[src/rtl/median_pkg.sv]
// Shared constants for the median-filter frame sequencer: frame geometry defaults,
// address width and the FSM state encoding.
package median_pkg;

    localparam int DEF_IMG_W = 128;
    localparam int DEF_IMG_H = 128;
    localparam int ADDR_W    = 8;

    localparam logic [2:0] S_IDLE  = 3'd0;
    localparam logic [2:0] S_LOAD  = 3'd1;
    localparam logic [2:0] S_ARM   = 3'd2;
    localparam logic [2:0] S_RUN   = 3'd3;
    localparam logic [2:0] S_DRAIN = 3'd4;

endpackage

[src/rtl/raster_addr_ctr.sv]
// Raster-order x/y address counter: x runs fastest and wraps into y.
// 'last' flags the final pixel of the frame.
module raster_addr_ctr
    import median_pkg::*;
#(
    parameter int W = DEF_IMG_W,
    parameter int H = DEF_IMG_H
) (
    input  logic              clk,
    input  logic              reset,
    input  logic              clear,
    input  logic              en,
    output logic [ADDR_W-1:0] x,
    output logic [ADDR_W-1:0] y,
    output logic              last
);

    logic [ADDR_W-1:0] xReg;
    logic [ADDR_W-1:0] yReg;
    logic              xWrap;
    logic              yWrap;

    assign xWrap = (xReg == ADDR_W'(W - 1));
    assign yWrap = (yReg == ADDR_W'(H - 1));

    always_ff @(posedge clk) begin
        if (reset || clear) begin
            xReg <= '0;
            yReg <= '0;
        end else if (en) begin
            if (xWrap) begin
                xReg <= '0;
                yReg <= yWrap ? '0 : yReg + 1'b1;
            end else begin
                xReg <= xReg + 1'b1;
            end
        end
    end

    assign x    = xReg;
    assign y    = yReg;
    assign last = xWrap && yWrap;

endmodule

[src/rtl/median_frame_sequencer.sv]
// Frame controller for the binary median engine: loads the image RAM, runs the engine
// under a watchdog, then streams the result RAM out through a 2-entry FIFO.
module median_frame_sequencer
    import median_pkg::*;
#(
    parameter int IMG_W    = DEF_IMG_W,
    parameter int IMG_H    = DEF_IMG_H,
    parameter int WDOG_MAX = 2**20
) (
    input  logic              clk,
    input  logic              reset,
    input  logic              frameReq,
    output logic              frameAck,
    input  logic              pixValid,
    input  logic              pixData,
    output logic              pixReady,
    output logic              ramWe,
    output logic [ADDR_W-1:0] ramX,
    output logic [ADDR_W-1:0] ramY,
    output logic              ramWrData,
    input  logic [ADDR_W-1:0] engX,
    input  logic [ADDR_W-1:0] engY,
    output logic              engReset,
    output logic              engStart,
    input  logic              engDone,
    output logic [ADDR_W-1:0] resX,
    output logic [ADDR_W-1:0] resY,
    input  logic              resRamData,
    output logic              resValid,
    output logic              resData,
    input  logic              resReady,
    output logic              busy,
    output logic              frameDone,
    output logic              timeoutErr
);

    localparam int WDOG_W = $clog2(WDOG_MAX);

    logic [2:0]        stateReg, stateNext;
    logic [WDOG_W-1:0] wdogReg;
    logic              timeoutErrReg, engResetPulseReg, frameDoneReg;
    logic              accept, loadEn, wdogExpire;
    logic [ADDR_W-1:0] loadX, loadY, drainX, drainY;
    logic              loadLast, drainLast;

    logic       fifoMem [2];
    logic       fifoWrPtr, fifoRdPtr, inFlightReg, rdDoneReg;
    logic [1:0] fifoCount, occNet;
    logic       pop, rdIssue, lastPop;

    assign accept     = (stateReg == S_IDLE) && frameReq;
    assign loadEn     = (stateReg == S_LOAD) && pixValid;
    assign wdogExpire = (stateReg == S_RUN) && !engDone && (wdogReg == WDOG_W'(WDOG_MAX - 1));

    raster_addr_ctr #(.W(IMG_W), .H(IMG_H)) loadCtr (
        .clk(clk), .reset(reset), .clear(accept), .en(loadEn),
        .x(loadX), .y(loadY), .last(loadLast)
    );

    raster_addr_ctr #(.W(IMG_W), .H(IMG_H)) drainCtr (
        .clk(clk), .reset(reset), .clear(accept), .en(rdIssue),
        .x(drainX), .y(drainY), .last(drainLast)
    );

    // Occupancy net of this cycle's pop lets a read issue behind every pop,
    // so the stream sustains one pixel per cycle.
    assign pop     = resValid && resReady;
    assign occNet  = fifoCount - {1'b0, pop} + {1'b0, inFlightReg};
    assign rdIssue = (stateReg == S_DRAIN) && !rdDoneReg && (occNet < 2'd2);
    assign lastPop = pop && rdDoneReg && !inFlightReg && (fifoCount == 2'd1);

    always_comb begin
        stateNext = stateReg;
        case (stateReg)
            S_IDLE:  if (frameReq) stateNext = S_LOAD;
            S_LOAD:  if (loadEn && loadLast) stateNext = S_ARM;
            S_ARM:   stateNext = S_RUN;
            S_RUN: begin
                if (engDone) stateNext = S_DRAIN;
                else if (wdogExpire) stateNext = S_IDLE;
            end
            S_DRAIN: if (lastPop) stateNext = S_IDLE;
            default: stateNext = S_IDLE;
        endcase
    end

    always_ff @(posedge clk) begin
        if (reset) begin
            stateReg         <= S_IDLE;
            wdogReg          <= '0;
            timeoutErrReg    <= 1'b0;
            engResetPulseReg <= 1'b0;
            frameDoneReg     <= 1'b0;
            fifoWrPtr        <= 1'b0;
            fifoRdPtr        <= 1'b0;
            fifoCount        <= '0;
            inFlightReg      <= 1'b0;
            rdDoneReg        <= 1'b0;
        end else begin
            stateReg         <= stateNext;
            engResetPulseReg <= wdogExpire;
            frameDoneReg     <= lastPop;
            inFlightReg      <= rdIssue;

            if (stateReg != S_RUN) wdogReg <= '0;
            else if (wdogReg != '1) wdogReg <= wdogReg + 1'b1;

            if (wdogExpire) timeoutErrReg <= 1'b1;
            else if (accept) timeoutErrReg <= 1'b0;

            if (accept) rdDoneReg <= 1'b0;
            else if (rdIssue && drainLast) rdDoneReg <= 1'b1;

            if (inFlightReg) fifoWrPtr <= ~fifoWrPtr;
            if (pop) fifoRdPtr <= ~fifoRdPtr;
            fifoCount <= fifoCount + {1'b0, inFlightReg} - {1'b0, pop};
        end
    end

    always_ff @(posedge clk) begin
        if (inFlightReg) fifoMem[fifoWrPtr] <= resRamData;
    end

    always_comb begin
        ramX = '0;
        ramY = '0;
        if (stateReg == S_LOAD) begin
            ramX = loadX;
            ramY = loadY;
        end else if (stateReg == S_RUN) begin
            ramX = engX;
            ramY = engY;
        end
    end

    assign frameAck   = accept;
    assign pixReady   = (stateReg == S_LOAD);
    assign ramWe      = loadEn;
    assign ramWrData  = loadEn && pixData;
    assign engReset   = (stateReg == S_ARM) || engResetPulseReg;
    assign engStart   = (stateReg == S_RUN);
    assign resX       = (stateReg == S_DRAIN) ? drainX : '0;
    assign resY       = (stateReg == S_DRAIN) ? drainY : '0;
    assign resValid   = (fifoCount != 2'd0);
    assign resData    = resValid && fifoMem[fifoRdPtr];
    assign busy       = (stateReg != S_IDLE);
    assign frameDone  = frameDoneReg;
    assign timeoutErr = timeoutErrReg;

endmodule

[config.mk]
export PLATFORM = sky130hd
export DESIGN_NAME = median_frame_sequencer
export DESIGN_NICKNAME = d
export VERILOG_FILES = /design/src/rtl/median_pkg.sv /design/src/rtl/raster_addr_ctr.sv /design/src/rtl/median_frame_sequencer.sv
export SDC_FILE = /design/constraint.sdc
export NUM_CORES = 1
export LEC_CHECK = 0
export CORE_MARGIN = 2
export CORE_UTILIZATION = 50
export CTS_BUF_LIST = sky130_fd_sc_hd__clkbuf_4
export DETAILED_ROUTE_END_ITERATION = 12
export MAX_ROUTING_LAYER = met4
export PLACE_DENSITY = 0.75
export SYNTH_ARGS = -nofsm -noshare
export SYNTH_HDL_FRONTEND = slang
export SYNTH_HIERARCHICAL = 1
export SYNTH_SLANG_ARGS = --single-unit
[constraint.sdc]
create_clock -name clk -period 7 [get_ports clk]
set_input_delay 0.7 -clock clk [delete_from_list [all_inputs] [get_ports clk]]
set_output_delay 0.7 -clock clk [all_outputs]
set_load 0.05 [all_outputs]
Word level (Yosys, flattened, before mapping). Memories as Yosys holds them, arrays and structs flattened. A register that Yosys moved wholly into a read port is not among the register bits. Index checks and enable logic that the tools add are counted.

Logic and storage cells: 95. Memories kept: 1. Output and inout port bits: 43. Register bits: 64. RAM bits: 2. Input bits: 24.

Memories: fifoMem (words 2, bits a word 1, read ports 1, clocked after memory_dff 1, write ports 1, RTL line median_frame_sequencer.sv:46) `logic fifoMem [2];`.

$lt $le $gt $ge: 1. Bitwise logic cells: 2. Eq/ne operators: 16. Multiplexer cells: 22. Reductions and logical operators: 30. $add $sub $neg: 9.

Operators with widths (number): two-way mux 8 bit (10); adder 8 x 1 -> 8 bit, second input constant (4); == test 8 x 7 -> 1 bit, second input constant (4); adder 20 x 1 -> 20 bit, second input constant (1); == test 20 bit, second input constant (1); inequality test 20 bit, second input constant (1); logical AND 1 bit (16); two-way mux 3 bit (5); case mux 3 bit (5 select lines) (1); == test 3 x 2 -> 1 bit, second input constant (2); two-way mux 1 bit (6); adder 2 x 1 -> 2 bit (2); inequality test 2 bit, second input constant (2); AND reduction 2 bit (2); AND reduction 4 bit (1); nonzero test 2 bit (2); OR reduction 2 bit (2); subtractor 2 x 1 -> 2 bit (2); == test 3 x 1 -> 1 bit, second input constant (1); == test 3 bit, second input constant (1); logical NOT 1 bit (3); logical NOT 3 bit (1); inequality test 3 x 1 -> 1 bit, second input constant (1); inequality test 3 x 2 -> 1 bit, second input constant (1); other kinds (6) (8).

Logic depth before layout (Yosys ltp). Gate-level depths: netlist of the first run.

Word-level depth: 7. Mapped depth: 16. Depth with buffers taken out: 14.

Hierarchy. Netlist of the first run, hierarchy kept.

Modules (own cells, without submodules): median_frame_sequencer (instances 1, cells each 215, area each 1911.8 um2); raster_addr_ctr (instances 2, cells each 93, area each 817.0 um2).

Worst setup path before layout of the first run. No wires, ideal clock.

Path kind: register to register. Start: register stateReg[2]. End: register loadCtr.yReg[7], in the netlist loadCtr/y[7]. Cell stages (with the launch flop): 11. Arrival: 3.184 ns. Period minus slack after synthesis: 3.311 ns. Setup slack: 3.689 ns. Required time: 6.872 ns. Cell sequence: dfxtp_1 > clkbuf_1 > nor3b_2 > clkbuf_1 > and2_1 > buf_2 > nand4_2 > buf_2 > nor4_1 > mux2i_1 > nor2_1.

Longest elaborated chain between the ends: 3. Elaborated cells between the ends (all ways): 6.

RTL lines: from (decl) (RTL line median_frame_sequencer.sv:39) `logic [2:0] stateReg, stateNext;`; from (signal assigned) (RTL line median_frame_sequencer.sv:100) `stateReg <= stateNext;`; == test 3 x 1 -> 1 bit; net pixReady (RTL line median_frame_sequencer.sv:16) `output logic pixReady,`; logical AND 1 bit (RTL line median_frame_sequencer.sv:52) `assign loadEn = (stateReg == S_LOAD) && pixValid;`; net ramWe (RTL line median_frame_sequencer.sv:17) `output logic ramWe,`; AND reduction 2 bit (no line); to (signal assigned) (RTL line raster_addr_ctr.sv:33) `yReg <= yWrap ? '0 : yReg + 1'b1;`; to (decl) (RTL line raster_addr_ctr.sv:19) `logic [ADDR_W-1:0] yReg;`.

The timed path passes the listed nets, and every way through them passes these cells. A chain may end at the register's enable or synchronous reset.

Worst setup path after layout of the first run.
Start: register stateReg[0]. End: output port ramWe.

Longest elaborated chain between the ends: 2.

RTL lines (RTL line): == test 3 x 1 -> 1 bit (median_frame_sequencer.sv:52); logical AND 1 bit (median_frame_sequencer.sv:52); to (decl) (median_frame_sequencer.sv:17).

No other way between the ends.

==> results of run 1 <==
-- per-stage QoR --
step | instance area [µm²] | instances
floorplan | 3546 | 401
global placement | 4229 | 544
detailed placement | 4229 | 544
CTS | 4333 | 560
global route | 4333 | 560
finish | 4333 | 560
-- registers in the layout, summed over array words and instances, names as in the netlist, named ones only --
| register | cells |
|---|---|
| wdogReg | 20 |
| drainCtr/x | 8 |
| drainCtr/y | 8 |
| loadCtr/x | 8 |
| loadCtr/y | 8 |
| stateReg | 3 |
| fifoCount | 2 |
| fifoMem | 2 |
| engResetPulseReg | 1 |
| fifoRdPtr | 1 |
| fifoWrPtr | 1 |
| frameDone | 1 |
| inFlightReg | 1 |
| rdDoneReg | 1 |
| timeoutErr | 1 |
-- cell families after synthesis --
family                     count (synthesis)  share of synthesized area
xor gates and xnor gates                  28                    0.06916
DFF                                       67                     0.3839
muxes                                      6                    0.01694
adders and majority gates                  7                    0.02470
buffers and inverters                     28                    0.03705
and+or+nand+nor                          198                     0.3246
AOI/OAI and AO/OA                         67                     0.1436
-- metal layers --
| layer | GRT usage | part of all wire | up-vias |
|---|---|---|---|
| met3 | 0.06157 | 0.038 | 4 |
| met5 | - | 0 | - |
| met1 | 0.2700 | 0.47 | 1446 |
| met2 | 0.3589 | 0.49 | 65 |
| li1 | - | - | 1567 |
| met4 | 0.05647 | 0.0047 | 0 |
-- worst min-delay path: cells and delay by family, from the launching register on --
kind	cells	cell delay (ns)
AOI/OAI and AO/OA	1	0.05
and+or+nand+nor	1	0.06
DFF	1	0.34
-- how the worst min path moves through the flow --
stage,from,endpoint
after floorplan,rdDoneReg,inFlightReg
after global placement,wdogReg[7],wdogReg[7]
after detailed placement,timeoutErr,timeoutErr
after CTS,timeoutErr,timeoutErr
after global routing,timeoutErr,timeoutErr
final,timeoutErr,timeoutErr
-- cells in the final DEF, fill, tap and decap left out, drive strengths merged, types with 16 or more instances in the layout --
cell	Yosys	layout
a21oi	18	18
clkdlybuf4s50	0	66
nand2	29	29
dfxtp	65	65
nand3	18	18
and2	19	19
nor3	21	21
xnor2	20	20
nor2	52	52
a22o	16	16
-- layout make-up --
cell class	count	area (µm²)
flip-flops and latches	67	1361
multi-input cells	306	2053
clock inverters	5	21.27
clock buffers	11	82.58
repair buffers	66	660.6
inverters	9	33.78
fillers	637	2499
well taps	96	120.1
-- power breakdown --
| part | switching (µW) | internal, µW | leakage [µW] |
|---|---|---|---|
| registers | 3.82 | 387 | 0.000542 |
| clock network | 135 | 76.5 | 0.0000631 |
| logic | 40.8 | 29.7 | 0.000919 |
==> key figures, run 1 <==
Detailed routing
  • First drt pass iteration count: 4
  • Average via count per standard cell: 5.504
  • DRC violations left: 0
  • Routed wire per std cell: 14.10 µm
  • Post-detailed-routing wire length: 7895 µm
  • Routed Antenna Nets: 0
  • Routed via count: 3082
  • Iteration-0 DRC count of the detailed router: 109

GRT
  • Pin count of the biggest net entering global routing: 23
  • Via count of the first global-routing pass: 2823
  • First-pass GRT wire length: 13080 µm
  • Number of antenna violations at the first check in global routing: 0
  • Global Route Usage Sum: 0.2201
  • GRT Residual Overflow: 0

Critical path
  • CP Launch Point: stateReg[0]
  • Reg-to-reg startpoint: fifoCount[1]
  • Cells along the critical path: nor3b_2, and2_1, clkdlybuf4s50_1
  • Type of the worst setup path: register to primary output
  • Worst-path fanout max: 19
  • Type of element capturing the critical path: primary output
  • Slowest stage cell on the critical path: sky130_fd_sc_hd__nor3b_2
  • Max stage delay on crit path: 0.97 ns
  • Data arrival time of the critical path: 3.19 ns
  • Reg-to-reg critical path endpoint: drainCtr/y[3]
  • Logic depth of the worst setup path including buffers: 3
  • Startpoint Class: register
  • Minimum setup slack among reg-to-reg paths: 3.57 ns
  • Timing endpoint of the critical path: ramWe
  • Reg2Reg Depth: 14
  • Required @ worst endpoint: 6.30 ns
  • Critical path's top delay family: simple AND/OR/NAND/NOR gates
  • Buffer and inverter count on the worst path: 1

Timing
  • Final count of pins violating max slew: 0
  • Worst Slack Setup Final: 3.110 ns
  • Shortest clock period the worst path allows after layout: 3.890 ns
  • RSZ-0062 raised after global routing: false
  • Setup Skew: 0.01575 ns
  • Setup TNS Final: 0 ns
  • Share of the clock period used by the worst path: 0.5558
  • Hold slack final: 0.4844 ns
  • Peak Freq: 0.2570 GHz
  • Slew at the pin closest to its max-slew limit: 1.221 ns
  • Hold violation count in the final report: 0
  • Headroom to the max-slew limit: 0.1831
  • Setup violation total in the final timing report: 0

Yosys
  • Cell with the most instances after synthesis: sky130_fd_sc_hd__dfxtp_1
  • Instance count of the mapped netlist: 401
  • Synth Warn #: 6
  • Per-instance average area after synthesis: 8.843 µm²
  • Most frequent cells after synthesis: sky130_fd_sc_hd__dfxtp_1 (65), sky130_fd_sc_hd__nor2_1 (50), sky130_fd_sc_hd__nand2_1 (29), sky130_fd_sc_hd__nor3_1 (21), sky130_fd_sc_hd__xnor2_1 (20)
  • Net count after synthesis: 432
  • Cell area after synthesis: 3546 µm²
  • Synth top area share: 0.3670
  • Total of flip-flops plus latches after synthesis: 67
  • Distinct cell type count after synthesis: 55
  • Post-synth ARST share: 0
  • Synth area leader: sky130_fd_sc_hd__dfxtp_1
  • Leading register cell type out of synthesis: sky130_fd_sc_hd__dfxtp_1
  • Number of enable-type register cells in the synthesized netlist: 2
  • Sequential-to-total area share from yosys stat: 0.3839
  • Leading post-synthesis cells by cell area: sky130_fd_sc_hd__dfxtp_1 (37%), sky130_fd_sc_hd__nor2_1 (5.3%), sky130_fd_sc_hd__xnor2_1 (4.9%), sky130_fd_sc_hd__a22o_1 (4.0%), sky130_fd_sc_hd__and2_1 (3.4%)

Clock network
  • Postcts setup bufs: 0
  • CTS Root Buffer Type: sky130_fd_sc_hd__clkbuf_4
  • Buffer depth of the longest clock path: 2
  • Clock slew at reported path FFs: 0.11 ns
  • Clk sink count: 67
  • Skew-Pair Late Insertion Delay: 0.42 ns
  • CTS buffer count: 9
  • CTS tree: yes
  • # resized after CTS: 0
  • CTS H-tree depth: 3
  • Post-CTS Hold Buffers: 0

Floorplanning
  • Total die area: 7781 µm²
  • Die Span Y: 88.21 µm
  • Cell Rows: 30
  • Horizontal die dimension: 88.21 µm
  • Number of top-level pins: 67
  • Floorplan Core Area: 6832 µm²
  • Initial Utilization: 0.5190

Power and ir drop
  • IR drop worst, VDD: 99.96 µV
  • Power per unit of standard cell area: 155.5 nW/µm²
  • Total power of the final layout: 673.6 µW
  • Leakage power summed over all cells: 0.001524 µW

Placement
  • RePlAce Congestion: 0.8348
  • HPWL after detailed placement: 5561 µm
  • Pre-CTS WS: 3.029 ns
  • Count of input and output buffers: 66

Cells and area
  • Final Util: 0.6342
  • Nets: 490
  • Count of inserted antenna diode cells: 0
  • Fraction of layout cells with a size suffix above 1: 0.07974
  • Area grow syn2layout: 22.19%

Run
  • Max-Cap Viols: 0

Worst hold path
  • Min-Delay Path Depth: 2
  • Tightest Hold Check Type: register to register

Run status
  • Run status: finished, final reports clean
No activity file was read; power rests on OpenSTA's default activity.
==> run 2: changes to the inputs <==
==> constraint.sdc (replaced) <==
create_clock -name clk -period 3.7 [get_ports clk]
set_input_delay 0.37 -clock clk [delete_from_list [all_inputs] [get_ports clk]]
set_output_delay 0.37 -clock clk [all_outputs]
set_load 0.05 [all_outputs]
==> run 2 against run 1 <==
  * Clock power increased by 86%
  * Die area unchanged
  * Utilization increased by 0.68 points
  * Final area increased by 1.1%
  * Sequential cell count unchanged
  * Hold slack got worse by 0.0022 ns
  * Routed wire length decreased by 4.3%
  * Power increased by 89%
  * Clock skew increased by 0.0010 ns
  * Critical path type unchanged
==> key figures, run 2 (synthesized netlist as in run 1, its figures left out) <==
Clock network
  • CTS buffer count: 9 (unchanged)
  • Postcts setup bufs: 0 (unchanged)
  • CTS Root Buffer Type: sky130_fd_sc_hd__clkbuf_4
  • CTS tree: yes
  • Post-CTS Hold Buffers: 0 (unchanged)
  • Clock slew at reported path FFs: 0.11 ns (about the same)
  • Clk sink count: 67 (unchanged)
  • Buffer depth of the longest clock path: 2 (unchanged)
  • Skew-Pair Late Insertion Delay: 0.41 ns (about the same)
  • # resized after CTS: 0 (unchanged)
  • CTS H-tree depth: 3 (unchanged)

Placement
  • Count of input and output buffers: 66 (unchanged)
  • HPWL after detailed placement: 5474 µm (-1.6%)
  • Placed insts: 549 (+0.92%)
  • RePlAce Congestion: 0.8326 (-0.26%)

Timing
  • Slew at the pin closest to its max-slew limit: 0.8785 ns (-0.3424 ns)
  • Hold violation count in the final report: 0 (unchanged)
  • Peak Freq: 0.3227 GHz
  • Shortest clock period the worst path allows after layout: 3.099 ns
  • Headroom to the max-slew limit: 0.4118 (+0.2287)
  • Final count of pins violating max slew: 0 (unchanged)
  • Setup TNS Final: 0 ns (unchanged)
  • Hold slack final: 0.4822 ns (-0.002233 ns)
  • Share of the clock period used by the worst path: 0.8374
  • Setup violation total in the final timing report: 0 (unchanged)
  • RSZ-0062 raised after global routing: false
  • Setup Skew: 0.01678 ns (+0.001037 ns)

Cells and area
  • Nets: 495 (+1.0%)
  • Final std cells w/o fill: 565 (+0.89%)
  • Area grow syn2layout: 23.50%
  • Number of flip-flops under the largest register name: 20 (unchanged)
  • Multi-input logic area: 2053 µm² (unchanged)
  • Largest Register: wdogReg
  • FILL cells: 609 (-4.4%)
  • Fraction of layout cells with a size suffix above 1: 0.09168 (+0.01194)
  • Most frequent standard cell in the layout excluding fill and tap cells: sky130_fd_sc_hd__clkdlybuf4s50_1
  • Most used cells in the layout excluding fill and tap cells: sky130_fd_sc_hd__clkdlybuf4s50_1 (66), sky130_fd_sc_hd__dfxtp_1 (65), sky130_fd_sc_hd__nor2_1 (50), sky130_fd_sc_hd__nand2_1 (29), sky130_fd_sc_hd__nor3_1 (21)
  • Count of inserted antenna diode cells: 0 (unchanged)
  • Area taken by flip-flops and latches: 1361 µm² (unchanged)

GRT
  • Number of antenna violations at the first check in global routing: 0 (unchanged)
  • GRT Residual Overflow: 0 (unchanged)
  • Via count of the first global-routing pass: 2906 (+2.9%)
  • First-pass GRT wire length: 12940 µm (-1.1%)
  • Pin count of the biggest net entering global routing: 23 (unchanged)
  • Global Route Usage Sum: 0.2146 (-0.005518)

Critical path
  • Type of the worst setup path: register to primary output
  • Reg-to-reg critical path endpoint: drainCtr/y[7]
  • Worst-path fanout max: 19 (unchanged)
  • Data arrival time of the critical path: 2.73 ns (-0.46 ns)
  • Type of element capturing the critical path: primary output
  • CP Launch Point: stateReg[2]
  • Reg-to-reg startpoint: fifoCount[1]
  • Reg2Reg Depth: 14 (unchanged)
  • Required @ worst endpoint: 3.33 ns (-2.97 ns)
  • Startpoint Class: register
  • Minimum setup slack among reg-to-reg paths: 0.66 ns (-2.91 ns)

Detailed routing
  • First drt pass iteration count: 4 (unchanged)
  • Average via count per standard cell: 5.430 (-1.3%)
  • Iteration-0 DRC count of the detailed router: 130 (+19%)
  • Post-detailed-routing wire length: 7554 µm (-4.3%)
  • Routed Antenna Nets: 0 (unchanged)
  • DRC violations left: 0 (unchanged)
  • Routed via count: 3068 (-0.45%)
  • Routed wire per std cell: 13.37 µm (-5.2%)

Power and ir drop
  • Combinational share of power: 0.106 (about the same)
  • Relative contribution of the clock network to total power: 0.311 (-0.004)
  • Internal power consumption: 924.0 µW (+87%)
  • Share of total power consumed by net switching: 0.2725 (+0.005311)
  • IR drop worst, VDD: 265.5 µV (+170%)
  • Leakage power summed over all cells: 0.001532 µW (+0.52%)
  • Fraction of power consumed by sequential logic: 0.583 (+0.002)
  • Switch Pwr: 346.2 µW (+92%)
  • Power per unit of standard cell area: 290.0 nW/µm² (+87%)

Floorplanning
  • Horizontal die dimension: 88.21 µm (unchanged)
  • Number of top-level pins: 67 (unchanged)
  • Initial Utilization: 0.5190 (unchanged)
  • Floorplan Core Area: 6832 µm² (unchanged)
  • Cell Rows: 30 (unchanged)
  • Die Span Y: 88.21 µm (unchanged)
  • Total die area: 7781 µm² (unchanged)

Run
  • Max-Cap Viols: 0 (unchanged)

Worst hold path
  • Tightest Hold Check Type: register to register
  • Start point of the worst hold path: timeoutErr
  • Worst Hold Path EP: timeoutErr
  • Min-Delay Path Depth: 2 (unchanged)

Run status
  • Run status: finished, final reports clean
## run 2: area by class of cell
type,instances,share of cell area
Sequential cell,67,0.3109
Timing Repair Buffer,71,0.1594
Tap cell,96,0.02743
Inverter,9,0.007714
Clock buffer,9,0.01543
Clock inverter,7,0.01029
Multi-Input combinational cell,306,0.4689
## run 2: critical path, cell delays in order, from the launching register on
cell and delay [ns]:
sky130_fd_sc_hd__dfxtp_1 0.51, sky130_fd_sc_hd__nor3b_2 0.78, sky130_fd_sc_hd__and2_1 0.24, sky130_fd_sc_hd__clkdlybuf4s50_1 0.80
## run 2: through the flow
stage	utilization	setup WS, ns	area [µm²]	total power, µW
floorplan	-	0.3888	3546	835.7
global placement	0.6245	0.5119	4267	889.3
detailed placement	0.6245	0.4551	4267	891.8
CTS	0.6410	0.5234	4379	1290
global route	0.6410	0.3149	4379	1340
finish	0.6410	0.6015	4379	1270
## run 2: power groups by stage
stage,clock [µW],combinational (µW),sequential (µW)
2_1_floorplan,0,81.7,754
3_3_place_gp,0,133,756
3_5_place_dp,0,135,757
4_1_cts,413,136,741
5_1_grt,451,147,742
6_report,395,135,740
## run 2: routing by layer
layer	part of all wire	up-vias	global-route usage	wire, µm
met5	0	-	-	0
met4	0.0070	0	0.06198	53
met3	0.037	6	0.06157	278
met2	0.48	63	0.3383	3603
met1	0.48	1427	0.2694	3619
li1	-	1572	-	-
## run 2: how the worst max path moves through the flow
stage / endpoint / slack, ns / cells past startpoint
6_report: resX[0] / 0.60 / 3
5_1_grt: drainCtr/y[5] / 0.31 / 14
4_1_cts: resX[0] / 0.52 / 3
3_5_place_dp: drainCtr/y[5] / 0.46 / 13
3_3_place_gp: drainCtr/y[5] / 0.51 / 13
2_1_floorplan: loadCtr/y[7] / 0.39 / 10
